<file path="src/rtl/ipsxe_floating_point_fx2fl_pkg.sv">
// rtl/ipsxe_floating_point_fx2fl_pkg.sv - shared constants and helpers for the fx2fl converter path
package ipsxe_floating_point_fx2fl_pkg;

  localparam int EXP_BIAS = 127;
  localparam int MANT_W   = 23;
  localparam int EXP_W    = 8;
  localparam int IN_W     = 32;

  // Bit index of the highest set bit in a byte; 0 when the byte is empty.
  function automatic logic [2:0] clog2_lead(input logic [7:0] b);
    logic [2:0] pos;
    pos = 3'd0;
    for (int i = 0; i < 8; i++) begin
      if (b[i]) pos = 3'(i);
    end
    return pos;
  endfunction

endpackage

</file>
<file path="src/rtl/ipsxe_floating_point_lead_one_byte_v1_0.sv">
// rtl/ipsxe_floating_point_lead_one_byte_v1_0.sv - per-byte leading-one flag and position
module ipsxe_floating_point_lead_one_byte_v1_0
  import ipsxe_floating_point_fx2fl_pkg::*;
(
  input  logic [7:0] lead_byte_i,
  output logic       nz_o,
  output logic [2:0] pos_o
);

  assign nz_o  = |lead_byte_i;
  assign pos_o = clog2_lead(lead_byte_i);

endmodule

</file>
<file path="src/rtl/ipsxe_floating_point_fx2fl_norm_v1_0.sv">
// rtl/ipsxe_floating_point_fx2fl_norm_v1_0.sv - 3-stage fixed-point to IEEE-754 single converter
module ipsxe_floating_point_fx2fl_norm_v1_0
  import ipsxe_floating_point_fx2fl_pkg::*;
#(
  parameter int FRAC_BITS = 0
) (
  input  logic              i_aclk,
  input  logic              i_areset_n,
  input  logic              i_aclken,
  input  logic              i_valid,
  input  logic [IN_W-1:0]   i_data,
  output logic              o_valid,
  output logic [IN_W-1:0]   o_result,
  output logic              o_inexact
);

  logic              s1_valid_q, s1_sign_q, s1_zero_q;
  logic [IN_W-1:0]   s1_mag_q, s1_mag_d;

  logic              s2_valid_q, s2_sign_q, s2_zero_q;
  logic [IN_W-1:0]   s2_mag_q;
  logic [4:0]        s2_pos_q, s2_pos_d;

  logic              o_valid_q, o_inexact_q, o_inexact_d;
  logic [IN_W-1:0]   o_result_q, o_result_d;

  // Two's-complement negate; -2^31 maps onto 0x8000_0000 as an unsigned magnitude.
  assign s1_mag_d = i_data[IN_W-1] ? (~i_data + 32'd1) : i_data;

  logic [3:0] grp_nz;
  logic [2:0] grp_pos [4];

  for (genvar k = 0; k < 4; k++) begin : g_lead
    ipsxe_floating_point_lead_one_byte_v1_0 u_lead (
      .lead_byte_i (s1_mag_q[8*k +: 8]),
      .nz_o        (grp_nz[k]),
      .pos_o       (grp_pos[k])
    );
  end

  always_comb begin
    s2_pos_d = 5'd0;
    if (grp_nz[3])      s2_pos_d = {2'd3, grp_pos[3]};
    else if (grp_nz[2]) s2_pos_d = {2'd2, grp_pos[2]};
    else if (grp_nz[1]) s2_pos_d = {2'd1, grp_pos[1]};
    else                s2_pos_d = {2'd0, grp_pos[0]};
  end

  logic              right_shift;
  logic [4:0]        lshift, rshift, gidx;
  logic [IN_W-1:0]   guard_mask, sticky_mask;
  logic [MANT_W-1:0] frac, frac_rnd;
  logic              guard, sticky, inc, carry;
  logic [8:0]        exp_sum;

  always_comb begin
    right_shift = (s2_pos_q > 5'(MANT_W));
    lshift      = 5'(MANT_W) - s2_pos_q;
    rshift      = s2_pos_q - 5'(MANT_W);
    gidx        = s2_pos_q - 5'(MANT_W + 1);
    guard_mask  = 32'd1 << gidx;
    sticky_mask = guard_mask - 32'd1;
    // The hidden bit is implicit, so only the 23 fraction bits are kept.
    frac        = right_shift ? MANT_W'(s2_mag_q >> rshift) : MANT_W'(s2_mag_q << lshift);
    guard       = right_shift & (|(s2_mag_q & guard_mask));
    sticky      = right_shift & (|(s2_mag_q & sticky_mask));
    inc         = guard & (sticky | frac[0]);
    carry       = inc & (&frac);
    frac_rnd    = frac + MANT_W'(inc);
    exp_sum     = 9'(EXP_BIAS) + {4'd0, s2_pos_q} - 9'(FRAC_BITS) + {8'd0, carry};
    o_result_d  = {s2_sign_q, exp_sum[EXP_W-1:0], frac_rnd};
    o_inexact_d = guard | sticky;
    if (s2_zero_q) begin
      o_result_d  = '0;
      o_inexact_d = 1'b0;
    end
  end

  always_ff @(posedge i_aclk or negedge i_areset_n) begin
    if (!i_areset_n) begin
      s1_valid_q  <= 1'b0;
      s1_sign_q   <= 1'b0;
      s1_zero_q   <= 1'b0;
      s1_mag_q    <= '0;
      s2_valid_q  <= 1'b0;
      s2_sign_q   <= 1'b0;
      s2_zero_q   <= 1'b0;
      s2_mag_q    <= '0;
      s2_pos_q    <= '0;
      o_valid_q   <= 1'b0;
      o_result_q  <= '0;
      o_inexact_q <= 1'b0;
    end else if (i_aclken) begin
      s1_valid_q  <= i_valid;
      s1_sign_q   <= i_data[IN_W-1];
      s1_zero_q   <= (i_data == '0);
      s1_mag_q    <= s1_mag_d;
      s2_valid_q  <= s1_valid_q;
      s2_sign_q   <= s1_sign_q;
      s2_zero_q   <= s1_zero_q;
      s2_mag_q    <= s1_mag_q;
      s2_pos_q    <= s2_pos_d;
      o_valid_q   <= s2_valid_q;
      o_result_q  <= o_result_d;
      o_inexact_q <= o_inexact_d;
    end
  end

  assign o_valid   = o_valid_q;
  assign o_result  = o_result_q;
  assign o_inexact = o_inexact_q;

endmodule

</file>
<file path="config.mk">
export PLATFORM = sky130hd
export DESIGN_NAME = ipsxe_floating_point_fx2fl_norm_v1_0
export DESIGN_NICKNAME = d
export VERILOG_FILES = /design/src/rtl/ipsxe_floating_point_fx2fl_pkg.sv /design/src/rtl/ipsxe_floating_point_lead_one_byte_v1_0.sv /design/src/rtl/ipsxe_floating_point_fx2fl_norm_v1_0.sv
export SDC_FILE = /design/constraint.sdc
export NUM_CORES = 1
export LEC_CHECK = 0
export CORE_UTILIZATION = 40
export DETAILED_ROUTE_END_ITERATION = 16
export HOLD_SLACK_MARGIN = 0.08
export SYNTH_ARGS = -nofsm -noshare
export SYNTH_HDL_FRONTEND = slang
export SYNTH_HIERARCHICAL = 1
export SYNTH_SLANG_ARGS = --single-unit
</file>
<file path="constraint.sdc">
create_clock -name i_aclk -period 6 [get_ports i_aclk]
set_clock_uncertainty 0.15 [all_clocks]
set_input_delay 1.2 -clock i_aclk [delete_from_list [all_inputs] [get_ports i_aclk]]
set_output_delay 1.2 -clock i_aclk [all_outputs]
set_load 0.01 [all_outputs]
</file>
After elaboration in Yosys (flattened, before gate mapping)
Index checks and enable logic that the tools add are counted.
{"block": "op_classes", "n_lt_le_gt_ge": 1, "addsub": 8, "n_bitwise": 9, "shift": 3, "muxes": 35, "reduce_logical": 7}
{"operator": "32-bit bitwise AND", "count": 2}
{"operator": "32-bit 2-to-1 mux", "count": 2}
{"operator": "32-bit OR reduction", "count": 2}
{"operator": "3-bit 2-to-1 mux", "count": 16}
{"operator": "32-bit by 1-bit adder with 32-bit output (second input constant)", "count": 1}
{"operator": "32-bit logical NOT", "count": 1}
{"operator": "32-bit inverter", "count": 1}
{"operator": "1-bit by 5-bit left shift with 32-bit output (first input constant)", "count": 1}
{"operator": "32-bit by 5-bit left shift with 23-bit output", "count": 1}
{"operator": "32-bit by 5-bit >> shifter with 23-bit output", "count": 1}
{"operator": "32-bit by 1-bit subtractor with 32-bit output (second input constant)", "count": 1}
{"operator": "8-bit OR reduction", "count": 3}
{"operator": "23-bit by 1-bit adder with 23-bit output", "count": 1}
{"operator": "23-bit 2-to-1 mux", "count": 1}
{"operator": "23-bit AND reduction", "count": 1}
{"operator": "2-bit 2-to-1 mux", "count": 8}
{"operator": "5-bit 2-to-1 mux", "count": 2}
{"operator": "5-bit subtractor (second input constant)", "count": 2}
{"operator": "7-bit by 5-bit adder with 8-bit output (first input constant)", "count": 1}
{"operator": "8-bit by 1-bit adder with 8-bit output", "count": 1}
{"operator": "5-bit greater-than comparator (second input constant)", "count": 1}
{"operator": "1-bit 2-to-1 mux", "count": 5}
{"operator": "5-bit subtractor (first input constant)", "count": 1}
{"operator": "1-bit bitwise AND", "count": 4}
{"operator": "other kinds (2)", "count": 3}
{"block": "totals", "word_cells": 75, "output_inout_bits": 34, "register_bits": 109}

Longest topological paths before layout
Gate-level depths: netlist of run 1.
{"block": "logic_depth", "word_depth": 11, "depth_mapped": 25, "depth_no_buf": 20}

By module
The synthesis of run 1 kept the hierarchy.
{"module": "ipsxe_floating_point_fx2fl_norm_v1_0", "instances": 1, "cells_each": 1184, "area_each_um2": 10779.1}
{"module": "ipsxe_floating_point_lead_one_byte_v1_0", "instances": 4, "cells_each": 12, "area_each_um2": 66.3}

Worst setup path before layout of run 1
Ideal clock, no wire load.
{"block": "synth_timing", "path_kind": "register to register", "from": "register s2_pos_q[3]", "to": "register o_result_q[12] (netlist: o_result[12])", "arrival_time_ns": 5.029, "path_buffers": 3, "t_required_ns": 5.749, "setup_slack_ns": 0.720, "stages_incl_launch_ff": 24, "path_cell_list": "dfrtp_1 inv_2 buf_1 clkbuf_1 ha_1 nor2b_1 buf_2 nand3_1 ha_1 inv_1 a21oi_1 o211a_1 a32o_1 or4_1 a211oi_1 nand4_1 nor4_1 a21oi_1 ha_1 ha_1 o2111ai_1 nor3_1 and3_1 o32ai_1"}
{"block": "synth_via", "elab_chain_cells": 10, "elab_cells_between_ends": 19}
{"item": "start: declaration", "line": "ipsxe_floating_point_fx2fl_norm_v1_0.sv:22", "text": "logic [4:0] s2_pos_q, s2_pos_d;"}
{"item": "start signal: assignment", "line": "ipsxe_floating_point_fx2fl_norm_v1_0.sv:102", "text": "s2_pos_q <= s2_pos_d;"}
{"item": "5-bit subtractor", "line": "ipsxe_floating_point_fx2fl_norm_v1_0.sv:60", "text": "gidx = s2_pos_q - 5'(MANT_W + 1);"}
{"item": "1-bit by 5-bit left shift with 32-bit output", "line": "ipsxe_floating_point_fx2fl_norm_v1_0.sv:61", "text": "guard_mask = 32'd1 << gidx;"}
{"item": "32-bit by 1-bit subtractor with 32-bit output", "line": "ipsxe_floating_point_fx2fl_norm_v1_0.sv:62", "text": "sticky_mask = guard_mask - 32'd1;"}
{"item": "32-bit bitwise AND", "line": "ipsxe_floating_point_fx2fl_norm_v1_0.sv:66", "text": "sticky = right_shift & (|(s2_mag_q & sticky_mask));"}
{"item": "32-bit OR reduction", "line": "ipsxe_floating_point_fx2fl_norm_v1_0.sv:66"}
{"item": "1-bit bitwise AND", "line": "ipsxe_floating_point_fx2fl_norm_v1_0.sv:66"}
{"item": "1-bit OR", "line": "ipsxe_floating_point_fx2fl_norm_v1_0.sv:67", "text": "inc = guard & (sticky | frac[0]);"}
{"item": "1-bit bitwise AND", "line": "ipsxe_floating_point_fx2fl_norm_v1_0.sv:67"}
{"item": "23-bit by 1-bit adder with 23-bit output (*)", "line": "ipsxe_floating_point_fx2fl_norm_v1_0.sv:69", "text": "frac_rnd = frac + MANT_W'(inc);"}
{"item": "32-bit 2-to-1 mux (*)", "line": "ipsxe_floating_point_fx2fl_norm_v1_0.sv:73", "text": "if (s2_zero_q) begin"}
{"item": "end signal: assignment", "line": "ipsxe_floating_point_fx2fl_norm_v1_0.sv:104", "text": "o_result_q <= o_result_d;"}
{"item": "end: declaration", "line": "ipsxe_floating_point_fx2fl_norm_v1_0.sv:25", "text": "logic [IN_W-1:0] o_result_q, o_result_d;"}
Every way passes the cells marked *; elsewhere a longest branch is shown, timed or not.
A chain may end at the register's enable or synchronous reset.

Worst setup path after layout of run 1
{"block": "layout_timing", "from": "register s2_pos_q[4]", "to": "register o_result_q[19] (netlist: o_result[19])"}
The elaborated chain is that of the path after synthesis.

==> results of run 1 <==
## placed cells by master, fill, tap and decap left out, drive strengths merged, types with 41 or more instances in the layout
cell type and n:
a21oi 73, buf 50, clkdlybuf4s50 67, dfrtp 109, mux2 72, mux2i 41
mux4 41, nand2 102, nor2 103, o21ai 58
## per-layer routing
metal / track usage [%] / share of wire (%) / wire length (um)
met1: 37.9 / 43 / 16800
met3: 4.16 / 7.2 / 2790
met2: 44.3 / 46 / 17600
met5: 0 / 0 / 0
met4: 11.3 / 3.9 / 1500
## metrics by stage
| stage | instances | utilization (%) |
|---|---|---|
| CTS | 1592 | 45.2 |
| finish | 1592 | 45.3 |
| global placement | 1576 | 44.1 |
| floorplan | 1230 | - |
| global route | 1592 | 45.3 |
| detailed placement | 1576 | 44.1 |
## report_power, final
group / total, mW / switching (mW) / internal, mW
Combinational: 2.03 / 1.12 / 0.916
Clock: 0.632 / 0.331 / 0.301
Sequential: 1.11 / 0.246 / 0.859
## critical path: stages, from the launching register on
cell and delay (ps):
sky130_fd_sc_hd__dfrtp_2 480, sky130_fd_sc_hd__inv_2 130, sky130_fd_sc_hd__ha_1 440, sky130_fd_sc_hd__buf_4 310, sky130_fd_sc_hd__nand2b_1 240, sky130_fd_sc_hd__a211o_1 210, sky130_fd_sc_hd__o211ai_1 300, sky130_fd_sc_hd__buf_4 270
sky130_fd_sc_hd__o311ai_0 600, sky130_fd_sc_hd__nor4_1 110, sky130_fd_sc_hd__nand4_1 150, sky130_fd_sc_hd__nor4_1 80, sky130_fd_sc_hd__buf_4 150, sky130_fd_sc_hd__a21oi_1 140, sky130_fd_sc_hd__ha_1 210, sky130_fd_sc_hd__o311a_1 210
sky130_fd_sc_hd__o2111ai_2 340, sky130_fd_sc_hd__nor3_1 370, sky130_fd_sc_hd__or3b_1 380, sky130_fd_sc_hd__a32o_1 250
## state kept, by name, indices dropped and copies added (netlist names)
name and cells:
o_result 32, s1_sign_q 1, s1_zero_q 1, o_inexact 1, s2_zero_q 1, s2_pos_q 5
s2_mag_q 32, s1_mag_q 32, s2_valid_q 1, o_valid 1, s1_valid_q 1, s2_sign_q 1
## timing repair
action                                  in CTS  in global routing
hold buffers                                 0                  0
gates resized for setup                      0                  3
endpoints found under the setup margin       0                 18
## worst max-delay path by stage
stage                                 start  slack (ps)  cells after the start                  endpoint
floorplan           s2_pos_q[3]$_DFFE_PN0P_         720                     23  o_result[12]$_DFFE_PN0P_
global placement    s2_pos_q[4]$_DFFE_PN0P_         270                     21  o_result[12]$_DFFE_PN0P_
detailed placement  s2_pos_q[4]$_DFFE_PN0P_         150                     21  o_result[12]$_DFFE_PN0P_
CTS                 s2_pos_q[4]$_DFFE_PN0P_         120                     21  o_result[12]$_DFFE_PN0P_
global route        s2_pos_q[4]$_DFFE_PN0P_          50                     21  o_result[12]$_DFFE_PN0P_
finish              s2_pos_q[4]$_DFFE_PN0P_         350                     19  o_result[19]$_DFFE_PN0P_
## area by class of cell
| cell class | count | area (um^2) | share of cell area, % |
|---|---|---|---|
| multi-input cells | 972 | 7560 | 61.8 |
| flip-flops and latches | 109 | 2730 | 22.3 |
| inverters | 37 | 139 | 1.14 |
| repair buffers | 117 | 1060 | 8.65 |
| clock inverters | 7 | 86.3 | 0.706 |
| clock buffers | 9 | 225 | 1.84 |
| well taps | 341 | 427 | 3.49 |
==> impl_metrics.toml, run 1 <==
[timing]
hold_ws_ps = 349
grt_setup_unrepaired = "false"
fin_tns_setup_ps = 0
final_min_period_over_clock_period_pct = 94.1
postLayoutSetupSlackWorst_ps = 354
fin_crit_ps = 5650
setup_viol = 0
finalHoldViolations = 0
fmax_mhz = 177
worst_slew_pin_slew_ps = 1060
slew_headroom_pct = 29.1
timing.final.max_slew_violations = 0

[power]
ir_drop_mv = 0.155
areal_power_density_over_the_cells_nw_per_um2 = 308
p_leak_nw = 4.68
totalPowerFinal_mw = 3.77

[critical_path]
worst_setup_path_end_kind = "register"
worst-r2r-cell-count = 19
cp-start-kind = "register"
worst-endpoint-arrival_ps = 5760
regToRegStartpoint = "s2_pos_q[4]$_DFFE_PN0P_"
crit_type = "register to register"
critical_path.max_fanout = 21
timing.critical_path.required_ps = 6110
regToRegSetupSlack_ps = 350
worst_r2r_endpoint = "o_result[19]$_DFFE_PN0P_"

[die]
io_pins = 70
placement_rows = 60
design.die.area_um2 = 28300
die-height_um = 168
core-area_um2 = 27000
initial_utilization_pct = 40.8
die_width_um = 168

[placement]
routabilityCongestion = 0.995
place_hpwl_um = 28600
detailedPlace.worstSlack_ps = 149
number_of_port_buffers = 69
placed_instance_area_um2 = 11900

[routing]
wirelength_um = 38700
route.detailed.drc = 0
detail_route.wl_per_cell_um = 24.3
drt_pass1_iterations = 5
antenna_violating_nets_post_route = 0
num_vias = 10400
via_per_inst = 6.51
drc_marker_count_from_the_first_detailed_route_iteration = 1007

[outcome]
run_status = "finished, final reports clean"

[global_route]
grt_max_degree = 106
first_global_vias = 10100
grt_first_pass_wirelength_um = 60800
groute.usage.overall_pct = 27.8
grt_antenna_before_repair = 0
globalRoute.totalOverflow = 0

[clock_tree]
clk_latency_ps = 370
cts-root-buf = "sky130_fd_sc_hd__clkbuf_16"
cts_inserted_buffers = 9
clock-sinks = 109
tritoncts = "yes"
cts_setup_buffers = 0
clock_path_buffers = 2
path_clk_slew_ps = 90
cts.htree.levels = 3

[synthesis]
ys_warn_count = 6
synth_nets = 1282
synthesis.area_um2 = 11000
synthesis.instances = 1230
post_synth.cell_area_avg_um2 = 8.97

[cells_and_area]
final.fill_count = 2704
finish.instance_area_um2 = 12200
design.final.nets = 1298
drive_above_1_share_pct = 17.3
antenna_cells_inserted = 0
area_growth_syn_to_fin_pct = 10.9

[job]
cap_viol_max_count = 0

[min_path]
instance_count_along_the_most_critical_hold_path = 1
hp-class = "register to register"
hold_path.startpoint = "o_result[24]$_DFFE_PN0P_"
hold_end = "o_result[24]$_DFFE_PN0P_"
Note: power is estimated with default switching activity, not from simulation.
==> run 2, diff against run 1 <==
--- a/config.mk
+++ b/config.mk
@@ -5,6 +5,7 @@
 export SDC_FILE = /design/constraint.sdc
 export NUM_CORES = 1
 export LEC_CHECK = 0
+export CORE_MARGIN = 10
 export CORE_UTILIZATION = 40
 export DETAILED_ROUTE_END_ITERATION = 16
 export HOLD_SLACK_MARGIN = 0.08
==> run 2 against run 1 <==
  * First-iteration DRC count increased by 9.5%
  * Sequential cell count is the same
  * Non-clock buffer count decreased by 4
  * Highest routed layer unchanged
  * Sequential power about the same
  * Core utilization shrank 0.14 points
==> impl_metrics.toml, run 2 (synthesis results as in run 1) <==
[outcome]
run_status = "finished, final reports clean"

[critical_path]
cp-start-kind = "register"
worst-r2r-cell-count = 21
regToRegSetupSlack_ps = 390
worst_r2r_endpoint = "o_result[18]$_DFFE_PN0P_"
crit_type = "register to register"
worst-endpoint-arrival_ps = 5710
worst_setup_path_end_kind = "register"
critical_path.max_fanout = 9
regToRegStartpoint = "s2_pos_q[4]$_DFFE_PN0P_"
timing.critical_path.required_ps = 6100

[global_route]
globalRoute.totalOverflow = 0
groute.usage.overall_pct = 22.9
grt_antenna_before_repair = 0
grt_first_pass_wirelength_um = 61500
first_global_vias = 10200
grt_max_degree = 72

[timing]
finalHoldViolations = 0
setup_viol = 0
timing.final.max_slew_violations = 0
worst_slew_pin_slew_ps = 1050
grt_setup_unrepaired = "false"
slew_headroom_pct = 30.2
fmax_mhz = 178
final_min_period_over_clock_period_pct = 93.4
fin_crit_ps = 5610
postLayoutSetupSlackWorst_ps = 394
fin_tns_setup_ps = 0

[clock_tree]
cts.hold.buffers_added = 0
cts_inserted_buffers = 9
cts_setup_buffers = 0
path_clk_slew_ps = 80
cts-root-buf = "sky130_fd_sc_hd__clkbuf_16"
clock_path_buffers = 2
cts.htree.levels = 3
tritoncts = "yes"
clock-sinks = 109
clk_latency_ps = 370
postCtsResizedCells = 0

[power]
p_leak_nw = 4.65
ir_drop_mv = 0.155
areal_power_density_over_the_cells_nw_per_um2 = 310
totalPowerFinal_mw = 3.78

[placement]
routabilityCongestion = 1.01
detailedPlace.worstSlack_ps = 255
post-place-cells = 1572
place_hpwl_um = 29300
number_of_port_buffers = 69

[routing]
wirelength_met1_um = 16700
dr_wl_met2_um = 17900
drt_pass1_iterations = 6
highest_signal_layer_in_the_routed_design = "met4"
detail_route.wl_per_cell_um = 24.8
route.detailed.drc = 0
met3WireLength_um = 3370
wirelength_um = 39400
drc_marker_count_from_the_first_detailed_route_iteration = 1103
antenna_violating_nets_post_route = 0
via_per_inst = 6.54
num_vias = 10400

[min_path]
hp-class = "register to register"
hold_path.startpoint = "o_result[22]$_DFFE_PN0P_"
hold_end = "o_result[22]$_DFFE_PN0P_"
instance_count_along_the_most_critical_hold_path = 1

[die]
io_pins = 70
design.die.area_um2 = 34600
core-area_um2 = 27000
die_width_um = 186
die-height_um = 186
placement_rows = 60
initial_utilization_pct = 40.8

[cells_and_area]
drive_above_1_share_pct = 17.0
design.final.nets = 1294
multi_input_area_um2 = 7560
mostFrequentLayoutCells = "sky130_fd_sc_hd__dfrtp_1, sky130_fd_sc_hd__nand2_1, sky130_fd_sc_hd__nor2_1, sky130_fd_sc_hd__a21oi_1, sky130_fd_sc_hd__clkdlybuf4s50_1"
layout.cells.non_filler = 1588
final.fill_count = 2684
area_growth_syn_to_fin_pct = 10.5
leading_cell_type_in_the_layout_fill_and_taps_excluded = "sky130_fd_sc_hd__dfrtp_1"
final-seq-area_um2 = 2730
antenna_cells_inserted = 0

[job]
cap_viol_max_count = 0
## run 2: report_power, final
| group | total, mW | internal [mW] | switching (mW) |
|---|---|---|---|
| Clock | 0.638 | 0.303 | 0.335 |
| Combinational | 2.04 | 0.907 | 1.13 |
| Sequential | 1.10 | 0.859 | 0.240 |
## run 2: final cells by class
type | instances | share of cell area, %
sequential | 109 | 22.4
multi-input combinational | 972 | 62.0
tap | 341 | 3.50
clock inverter | 7 | 0.770
inverter | 37 | 1.14
clock buffer | 9 | 1.85
timing repair buffer | 113 | 8.33
## run 2: per-stage QoR
step	area, um^2	hold WS (ps)	utilization, %
2_1_floorplan	11000	324	-
3_3_place_gp	11900	322	43.9
3_5_place_dp	11900	327	43.9
4_1_cts	12200	348	45.1
5_1_grt	12200	373	45.1
6_report	12200	349	45.1
## run 2: how the worst max path moves through the flow
stage | start | endpoint | slack (ps) | depth (start not counted)
2_1_floorplan | s2_pos_q[3]$_DFFE_PN0P_ | o_result[12]$_DFFE_PN0P_ | 720 | 23
3_3_place_gp | s2_pos_q[4]$_DFFE_PN0P_ | o_result[12]$_DFFE_PN0P_ | 410 | 21
3_5_place_dp | s2_pos_q[4]$_DFFE_PN0P_ | o_result[18]$_DFFE_PN0P_ | 260 | 21
4_1_cts | s2_pos_q[4]$_DFFE_PN0P_ | o_result[18]$_DFFE_PN0P_ | 300 | 21
5_1_grt | s2_pos_q[4]$_DFFE_PN0P_ | o_result[18]$_DFFE_PN0P_ | 50 | 21
6_report | s2_pos_q[4]$_DFFE_PN0P_ | o_result[18]$_DFFE_PN0P_ | 390 | 21
## run 2: per-layer routing
metal | track usage [%] | vias up
met3 | 4.46 | 97
met1 | 30.1 | 5036
li1 | - | 4708
met4 | 8.84 | 0
met2 | 36.2 | 551
met5 | 0 | -
## run 2: critical path: stages, from the launching register on
cell and delay, ps:
sky130_fd_sc_hd__dfrtp_1 550, sky130_fd_sc_hd__inv_2 170, sky130_fd_sc_hd__ha_1 390, sky130_fd_sc_hd__nor2b_1 220
sky130_fd_sc_hd__nand2_1 110, sky130_fd_sc_hd__ha_1 290, sky130_fd_sc_hd__inv_1 130, sky130_fd_sc_hd__a21oi_1 70
sky130_fd_sc_hd__o211a_1 250, sky130_fd_sc_hd__a32o_1 270, sky130_fd_sc_hd__or4_1 530, sky130_fd_sc_hd__a211oi_1 330
sky130_fd_sc_hd__nand4_1 170, sky130_fd_sc_hd__nor4_2 410, sky130_fd_sc_hd__buf_4 200, sky130_fd_sc_hd__a21oi_1 70
sky130_fd_sc_hd__ha_1 230, sky130_fd_sc_hd__ha_1 190, sky130_fd_sc_hd__nand3_1 140, sky130_fd_sc_hd__nor4_4 90
sky130_fd_sc_hd__and4_1 230, sky130_fd_sc_hd__o32ai_1 310
==> run 3, diff against run 2 <==
--- a/config.mk
+++ b/config.mk
@@ -9,6 +9,7 @@
 export CORE_UTILIZATION = 40
 export DETAILED_ROUTE_END_ITERATION = 16
 export HOLD_SLACK_MARGIN = 0.08
+export PLACE_DENSITY_LB_ADDON = 0.05
 export SYNTH_ARGS = -nofsm -noshare
 export SYNTH_HDL_FRONTEND = slang
 export SYNTH_HIERARCHICAL = 1
==> run 3 against run 2 <==
  * Sequential cell count unchanged
  * Sequential share of layout area decreased by 0.054 points
  * Routed wire length increased by 5.4%
==> impl_metrics.toml, run 3 (synthesis results as in run 1) <==
[outcome]
run_status = "finished, final reports clean"

[cells_and_area]
antenna_cells_inserted = 0
fin_util_pct = 45.3
leading_cell_type_in_the_layout_fill_and_taps_excluded = "sky130_fd_sc_hd__dfrtp_1"
mostFrequentLayoutCells = "sky130_fd_sc_hd__dfrtp_1, sky130_fd_sc_hd__nand2_1, sky130_fd_sc_hd__nor2_1, sky130_fd_sc_hd__a21oi_1, sky130_fd_sc_hd__clkdlybuf4s50_1"
design.final.nets = 1296
area_growth_syn_to_fin_pct = 10.8
final.fill_count = 2703
drive_above_1_share_pct = 17.3

[power]
switchingPower_mw = 1.74
power_frac_clock_pct = 16.8
p_int_mw = 2.08
areal_power_density_over_the_cells_nw_per_um2 = 312
switching_share_pct = 45.6
combinational_share_of_power_pct = 54.4
ir_drop_mv = 0.154
part_of_the_total_power_dissipated_in_sequential_elements_pct = 28.8
p_leak_nw = 4.66

[timing]
setup_viol = 0
worst_slew_pin_slew_ps = 920
postLayoutSetupSlackWorst_ps = 445
grt_setup_unrepaired = "false"
fin_crit_ps = 5550
fmax_mhz = 180
fin_tns_setup_ps = 0
slew_headroom_pct = 38.7
finalHoldViolations = 0
final_min_period_over_clock_period_pct = 92.6
timing.final.max_slew_violations = 0

[clock_tree]
cts.htree.levels = 3
cts_setup_buffers = 0
path_clk_slew_ps = 90
cts-root-buf = "sky130_fd_sc_hd__clkbuf_16"
cts.hold.buffers_added = 0
clock_path_buffers = 2
clk_latency_ps = 370
clock-sinks = 109
postCtsResizedCells = 0
cts_inserted_buffers = 9
tritoncts = "yes"

[die]
die_width_um = 186
initial_utilization_pct = 40.8
core-area_um2 = 27000
die-height_um = 186
io_pins = 70
design.die.area_um2 = 34600
placement_rows = 60

[min_path]
hp-class = "register to register"
instance_count_along_the_most_critical_hold_path = 1
hold_path.startpoint = "o_result[30]$_DFFE_PN0P_"
hold_end = "o_result[30]$_DFFE_PN0P_"

[routing]
detail_route.wl_per_cell_um = 26.1
drt_pass1_iterations = 5
wirelength_um = 41600
antenna_violating_nets_post_route = 0
route.detailed.drc = 0
via_per_inst = 6.53
num_vias = 10400
drc_marker_count_from_the_first_detailed_route_iteration = 959

[global_route]
grt_first_pass_wirelength_um = 63100
gr-usage-met1_pct = 32.7
first_global_vias = 10200
groute.usage.overall_pct = 23.8
globalRouteMet2Util_pct = 37.0
grt_antenna_before_repair = 0
use_met3_pct = 4.13
top_usage_layer = "met2"
grt_max_degree = 72
globalRoute.totalOverflow = 0

[critical_path]
worst_setup_path_end_kind = "register"
crit_type = "register to register"
cp-start-kind = "register"
worst-endpoint-arrival_ps = 5670
worst_r2r_endpoint = "o_result[12]$_DFFE_PN0P_"
regToRegStartpoint = "s2_pos_q[4]$_DFFE_PN0P_"
regToRegSetupSlack_ps = 450
critical_path.max_fanout = 9
worst-r2r-cell-count = 21
timing.critical_path.required_ps = 6120

[placement]
number_of_port_buffers = 69
place_hpwl_um = 31200
routabilityCongestion = 0.951
detailedPlace.worstSlack_ps = 123

[job]
cap_viol_max_count = 0
-- run 3: changes by cell type in the layout (fill, tap and decap cells not counted), sizes merged --
cell      change
buf           +2
clkinvlp      +1
clkinv        -2
inv           +1
-- run 3: routing by layer --
| layer | wire length [um] | part of all wire (%) | vias up |
|---|---|---|---|
| met5 | 0 | 0 | - |
| met3 | 3330 | 8.0 | 63 |
| met1 | 18400 | 44 | 5147 |
| met4 | 1120 | 2.7 | 0 |
| met2 | 18700 | 45 | 466 |
| li1 | - | - | 4706 |
-- run 3: power by group through the flow --
stage / combinational, mW / clock, mW / sequential (mW)
2_1_floorplan: 1.45 / 0 / 0.987
5_1_grt: 2.21 / 0.686 / 1.12
4_1_cts: 2.04 / 0.658 / 1.09
3_3_place_gp: 2.05 / 0 / 1.10
3_5_place_dp: 2.03 / 0 / 1.11
6_report: 2.08 / 0.641 / 1.10
-- run 3: area by class of cell --
type,instances,area (um^2),area share [%]
multi-input cells,972,7580,62.0
flip-flops and latches,109,2730,22.3
repair buffers,115,1040,8.53
well taps,341,427,3.49
clock buffers,9,225,1.84
inverters,37,139,1.14
clock inverters,7,85.1,0.696
-- run 3: how the worst max path moves through the flow --
stage / start / endpoint / depth (start not counted)
2_1_floorplan: s2_pos_q[3]$_DFFE_PN0P_ / o_result[12]$_DFFE_PN0P_ / 23
3_3_place_gp: s2_pos_q[0]$_DFFE_PN0P_ / o_result[8]$_DFFE_PN0P_ / 19
3_5_place_dp: s2_pos_q[4]$_DFFE_PN0P_ / o_result[12]$_DFFE_PN0P_ / 21
4_1_cts: s2_pos_q[4]$_DFFE_PN0P_ / o_result[12]$_DFFE_PN0P_ / 21
5_1_grt: s2_pos_q[4]$_DFFE_PN0P_ / o_result[12]$_DFFE_PN0P_ / 21
6_report: s2_pos_q[4]$_DFFE_PN0P_ / o_result[12]$_DFFE_PN0P_ / 21
-- run 3: per-stage QoR --
| step | instances | cell area [um^2] | hold WS, ps | power (mW) |
|---|---|---|---|---|
| floorplan | 1230 | 11000 | 324 | 2.44 |
| global placement | 1574 | 11900 | 319 | 3.15 |
| detailed placement | 1574 | 11900 | 322 | 3.14 |
| CTS | 1590 | 12200 | 344 | 3.79 |
| global route | 1590 | 12200 | 361 | 4.01 |
| finish | 1590 | 12200 | 342 | 3.81 |
-- run 3: critical path: stages, from the launching register on --
cell	delay [ps]
sky130_fd_sc_hd__dfrtp_2	480
sky130_fd_sc_hd__inv_2	120
sky130_fd_sc_hd__ha_1	470
sky130_fd_sc_hd__nor2b_1	130
sky130_fd_sc_hd__nand2_1	110
sky130_fd_sc_hd__ha_1	280
sky130_fd_sc_hd__inv_1	120
sky130_fd_sc_hd__o311ai_0	310
sky130_fd_sc_hd__o311ai_0	190
sky130_fd_sc_hd__a32o_1	230
sky130_fd_sc_hd__or4_1	540
sky130_fd_sc_hd__a211oi_1	290
sky130_fd_sc_hd__nand4_1	190
sky130_fd_sc_hd__nor4_4	450
sky130_fd_sc_hd__buf_4	180
sky130_fd_sc_hd__a21oi_1	60
sky130_fd_sc_hd__ha_1	220
sky130_fd_sc_hd__ha_1	210
sky130_fd_sc_hd__o2111ai_1	110
sky130_fd_sc_hd__nor3_1	140
sky130_fd_sc_hd__and3_1	200
sky130_fd_sc_hd__o32ai_1	260
==> patch 1, RTL diff (flow settings as in run 2) <==
Reset style: synchronous (`i_areset_n`), changed in one clocked block.
--- a/src/rtl/ipsxe_floating_point_fx2fl_norm_v1_0.sv
+++ b/src/rtl/ipsxe_floating_point_fx2fl_norm_v1_0.sv
@@ -78,3 +78,3 @@
 
-  always_ff @(posedge i_aclk or negedge i_areset_n) begin
+  always_ff @(posedge i_aclk) begin
     if (!i_areset_n) begin
Behaviour: differs if i_areset_n is asserted again (counterexample within 4 cycles, from zero or initial values and one cycle with i_areset_n low); with i_areset_n held inactive, the same outputs for 4 cycles.
==> patch 1 against run 2 <==
Cell area is 0.63% lower; sequential cell count stayed put; worst hold slack got worse by 52 ps; first-iteration DRC count grew 2.1%; routed wire length increased by 5.0%; setup slack better by 96 ps; cell count rose by 5.6%; synthesized cell count up 6.0%; area after synthesis grew 0.43%; critical path type unchanged; largest cell class unchanged; highest routed layer unchanged.
Power is not compared: it rests on default switching activity, and its combinational part moved more than twofold at a synthesized area within 25%.
==> patch 1: results (changes against run 2) <==
metric	value	unit	change
status	finished clean		unchanged
Slew headroom	34.13	%	was 30.23%
H-tree Lvls	3		unchanged
latest clock arrival within the worst-skew pair	360	ps	
setup bufs post-CTS	0		unchanged
net count after synthesis	1356		was 1,282
setup_tns	0	ps	unchanged
drt first-iter violations	1126		was 1,103
HPWL after DPL	30.30	mm	was 29.26 mm
final slew viol count	0		unchanged
first-pass GRT wire length	63.17	mm	was 61.48 mm
CP max FO	25		was 9
Fillers	2779		was 2,684
worst vdd ir	153.8	uV	
via count of the first global-routing pass	10119		was 10,247
drt first pass iters	7		was 6
cell area after placement	11810	um2	was 11,870 um2
largest net degree at the start of global routing	93		was 72
clock tree buffer depth	2		unchanged
GRT Resource Usage Total	22.81	%	was 22.87%
Diodes inserted	0		unchanged
CP arrival	5620	ps	was 5710 ps
crit-path max cell delay	920	ps	was 550 ps
routed len/inst	24.69	um	was 24.83 um
clock buffer count from CTS	9		unchanged
layout cell share with drive strength beyond 1	13.33	%	was 17.00%
Pleak	4.652	nW	
DP Worst Slack	712.6	ps	was 255.1 ps
PostCTS Resize Cnt	0		unchanged
Synth Instances	1304		was 1,230
clk root buf	clkbuf_16		unchanged
worst min path class	register to register		unchanged
IO buf count	69		unchanged
dpl cells	1661		was 1,572
drt via density	6.333		was 6.544
Routed WL	41.41	mm	was 39.43 mm
clk slew on worst S/H paths	90	ps	
Slowest cell on crit path	ha_1		was dfrtp_1
antenna violations before repair	0		unchanged
GP Congestion	0.9918		was 1.007
Yosys warnings	6		unchanged
==> patch 1: worst paths after layout <==
kind	startpoint	to	slack, ps	cells after the start
worst max-delay path	s2_pos_q[0]	o_result[27]	490	17
worst max register to register	s2_pos_q[0]	o_result[27]	490	17
worst min register to register	o_result[12]	o_result[12]	300	2
worst min-delay path	o_result[12]	o_result[12]	300	2
==> patch 1: critical path: cells and delay by family, from the launching register on <==
kind                       cells  cell delay, ps
and+or+nand+nor                7            1540
adders and majority gates      3            1480
DFF                            1             450
muxes                          2             510
AOI/OAI and AO/OA              4            1170
xor gates and xnor gates       1              80
==> patch 1: layout make-up <==
class | count | area, um2 | share of cell area [%]
Multi-Input combinational cell | 1045 | 8065 | 66.56
Clock inverter | 7 | 82.58 | 0.6815
Tap cell | 372 | 465.4 | 3.841
Inverter | 26 | 97.59 | 0.8054
Sequential cell | 109 | 2186 | 18.04
Clock buffer | 9 | 225.2 | 1.859
Timing Repair Buffer | 109 | 996.0 | 8.219
==> patch 1: power breakdown <==
group,internal (W),switching [W],total [W]
Sequential,0.000766,0.0000816,0.000847
Clock,0.000332,0.000313,0.000645
Combinational,0.000396,0.000580,0.000977
Total,0.00149,0.000975,0.00247
==> patch 1: routing by layer <==
| metal | share of wire (%) | wire, um | global-route usage [%] |
|---|---|---|---|
| met5 | 0 | 0 | 0 |
| met4 | 4.6 | 1895 | 11.66 |
| met3 | 6.1 | 2532 | 3.669 |
| met2 | 45 | 18790 | 35.87 |
| met1 | 44 | 18190 | 29.56 |
==> patch 2, RTL diff (settings of run 2) <==
Made on the original files. Put one more register stage on the output `o_valid`, cleared by the reset. The value now appears one clock later. The other outputs are not delayed to match.
--- a/src/rtl/ipsxe_floating_point_fx2fl_norm_v1_0.sv
+++ b/src/rtl/ipsxe_floating_point_fx2fl_norm_v1_0.sv
@@ -108,3 +108,9 @@
 
-  assign o_valid   = o_valid_q;
+  always_ff @(posedge i_aclk or negedge i_areset_n) begin
+    if (!i_areset_n) begin
+      o_valid <= '0;
+    end else begin
+      o_valid <= o_valid_q;
+    end
+  end
   assign o_result  = o_result_q;
Check against the original RTL: not equivalent (Yosys sat finds a counterexample within 4 cycles, from zero or initial values and one cycle with i_areset_n low).
==> patch 2 against run 2 <==
Total power increased by 0.75%; maximum frequency grew 0.54%; first-iteration DRC count increased by 22%; non-clock buffer count rose by 4; setup slack gained 30 ps; sequential cell count up 1; cell area is 0.74% higher; cell count is 2.3% higher; routed wire length grew 1.0%; area after synthesis grew 0.23%; global-route usage is essentially flat; critical endpoint is now o_result[12]; largest power group unchanged.
==> patch 2: results (changes against run 2) <==
metric	value	unit	change
met1 Use GR	29.39	%	was 30.12%
GP Congestion	1.046		was 1.007
worst vdd ir	194.8	uV	was 155.4 uV
drt first-iter violations	1350		was 1,103
IO buf count	69		unchanged
hold path depth	0		was 1
latest clock arrival within the worst-skew pair	370	ps	about the same
R2R depth	21		unchanged
drt first pass iters	6		unchanged
worst min path class	register to register		unchanged
Pleak	4.680	nW	was 4.646 nW
status	finished clean		unchanged
via count of the first global-routing pass	10349		was 10,247
largest net degree at the start of global routing	68		was 72
Sw Share	45.16	%	was 45.19%
drt via density	6.466		was 6.544
flip-flop and latch power	0.00111	W	
GRT Resource Usage Total	22.85	%	was 22.87%
combinational power share	53.8	%	was 54.0%
layout cell share with drive strength beyond 1	17.25	%	was 17.00%
Nets	1299		was 1,294
M2 GR Usage	36.34	%	was 36.16%
GRT met3 Usage	5.161	%	was 4.465%
CP arrival	5700	ps	was 5710 ps
worst slew pin tran	995.7	ps	was 1045 ps
Routed WL	39.83	mm	was 39.43 mm
HPWL after DPL	29.24	mm	was 29.26 mm
first-pass GRT wire length	61.87	mm	was 61.48 mm
patch 2: layout make-up:
type                            count  area [um2]
Multi-Input combinational cell    972        7559
Timing Repair Buffer              117        1046
Inverter                           37       138.9
Sequential cell                   110        2756
Fill cell                        2654       14820
Clock inverter                      7       93.84
Tap cell                          372       465.4
Clock buffer                        9       225.2
patch 2: final timing paths:
path / startpoint / to / slack, ps
max: s2_pos_q[4] / o_result[12] / 420
min: o_valid_q / o_valid / 240
max reg2reg: s2_pos_q[4] / o_result[12] / 420
min reg2reg: o_valid_q / o_valid / 240
max in group asynchronous: i_areset_n / s2_mag_q[31] / 3770
min in group asynchronous: i_areset_n / o_result[5] / 730
patch 2: critical path, cell delays in order, from the launching register on:
cell and delay, ps:
dfrtp_1 530, inv_2 160, ha_1 390, nor2b_2 310, nand2_1 130, ha_1 300
inv_1 130, a21oi_1 60, o211a_1 240, a32o_1 280, or4_1 520, a211oi_1 270
nand4_1 150, nor4_1 350, buf_4 200, a21oi_1 70, ha_1 220, ha_1 210
o2111ai_1 190, nor3_1 160, and3_1 210, o32ai_1 240
patch 2: repair_timing:
action                                  CTS  global route
buffers inserted                          0             0
hold buffers                              0             0
gates resized for setup                   0             1
endpoints found under the setup margin    0             5
patch 2: through the flow:
step                      area, um2  power, W  worst slack, ps  instances
after global routing          12280  0.004005            10.35       1624
after detailed placement      11960  0.003114            321.8       1608
after floorplan               11060  0.002448            720.0       1231
after CTS                     12280  0.003773            303.7       1624
after global placement        11960  0.003120            330.6       1608
final                         12280  0.003804            423.7       1624
patch 2: metal layers:
layer / wire length, um / vias to the layer above
li1: - / 4718
met2: 17920 / 569
met3: 3694 / 126
met4: 1651 / 0
met5: 0 / -
met1: 16560 / 5088
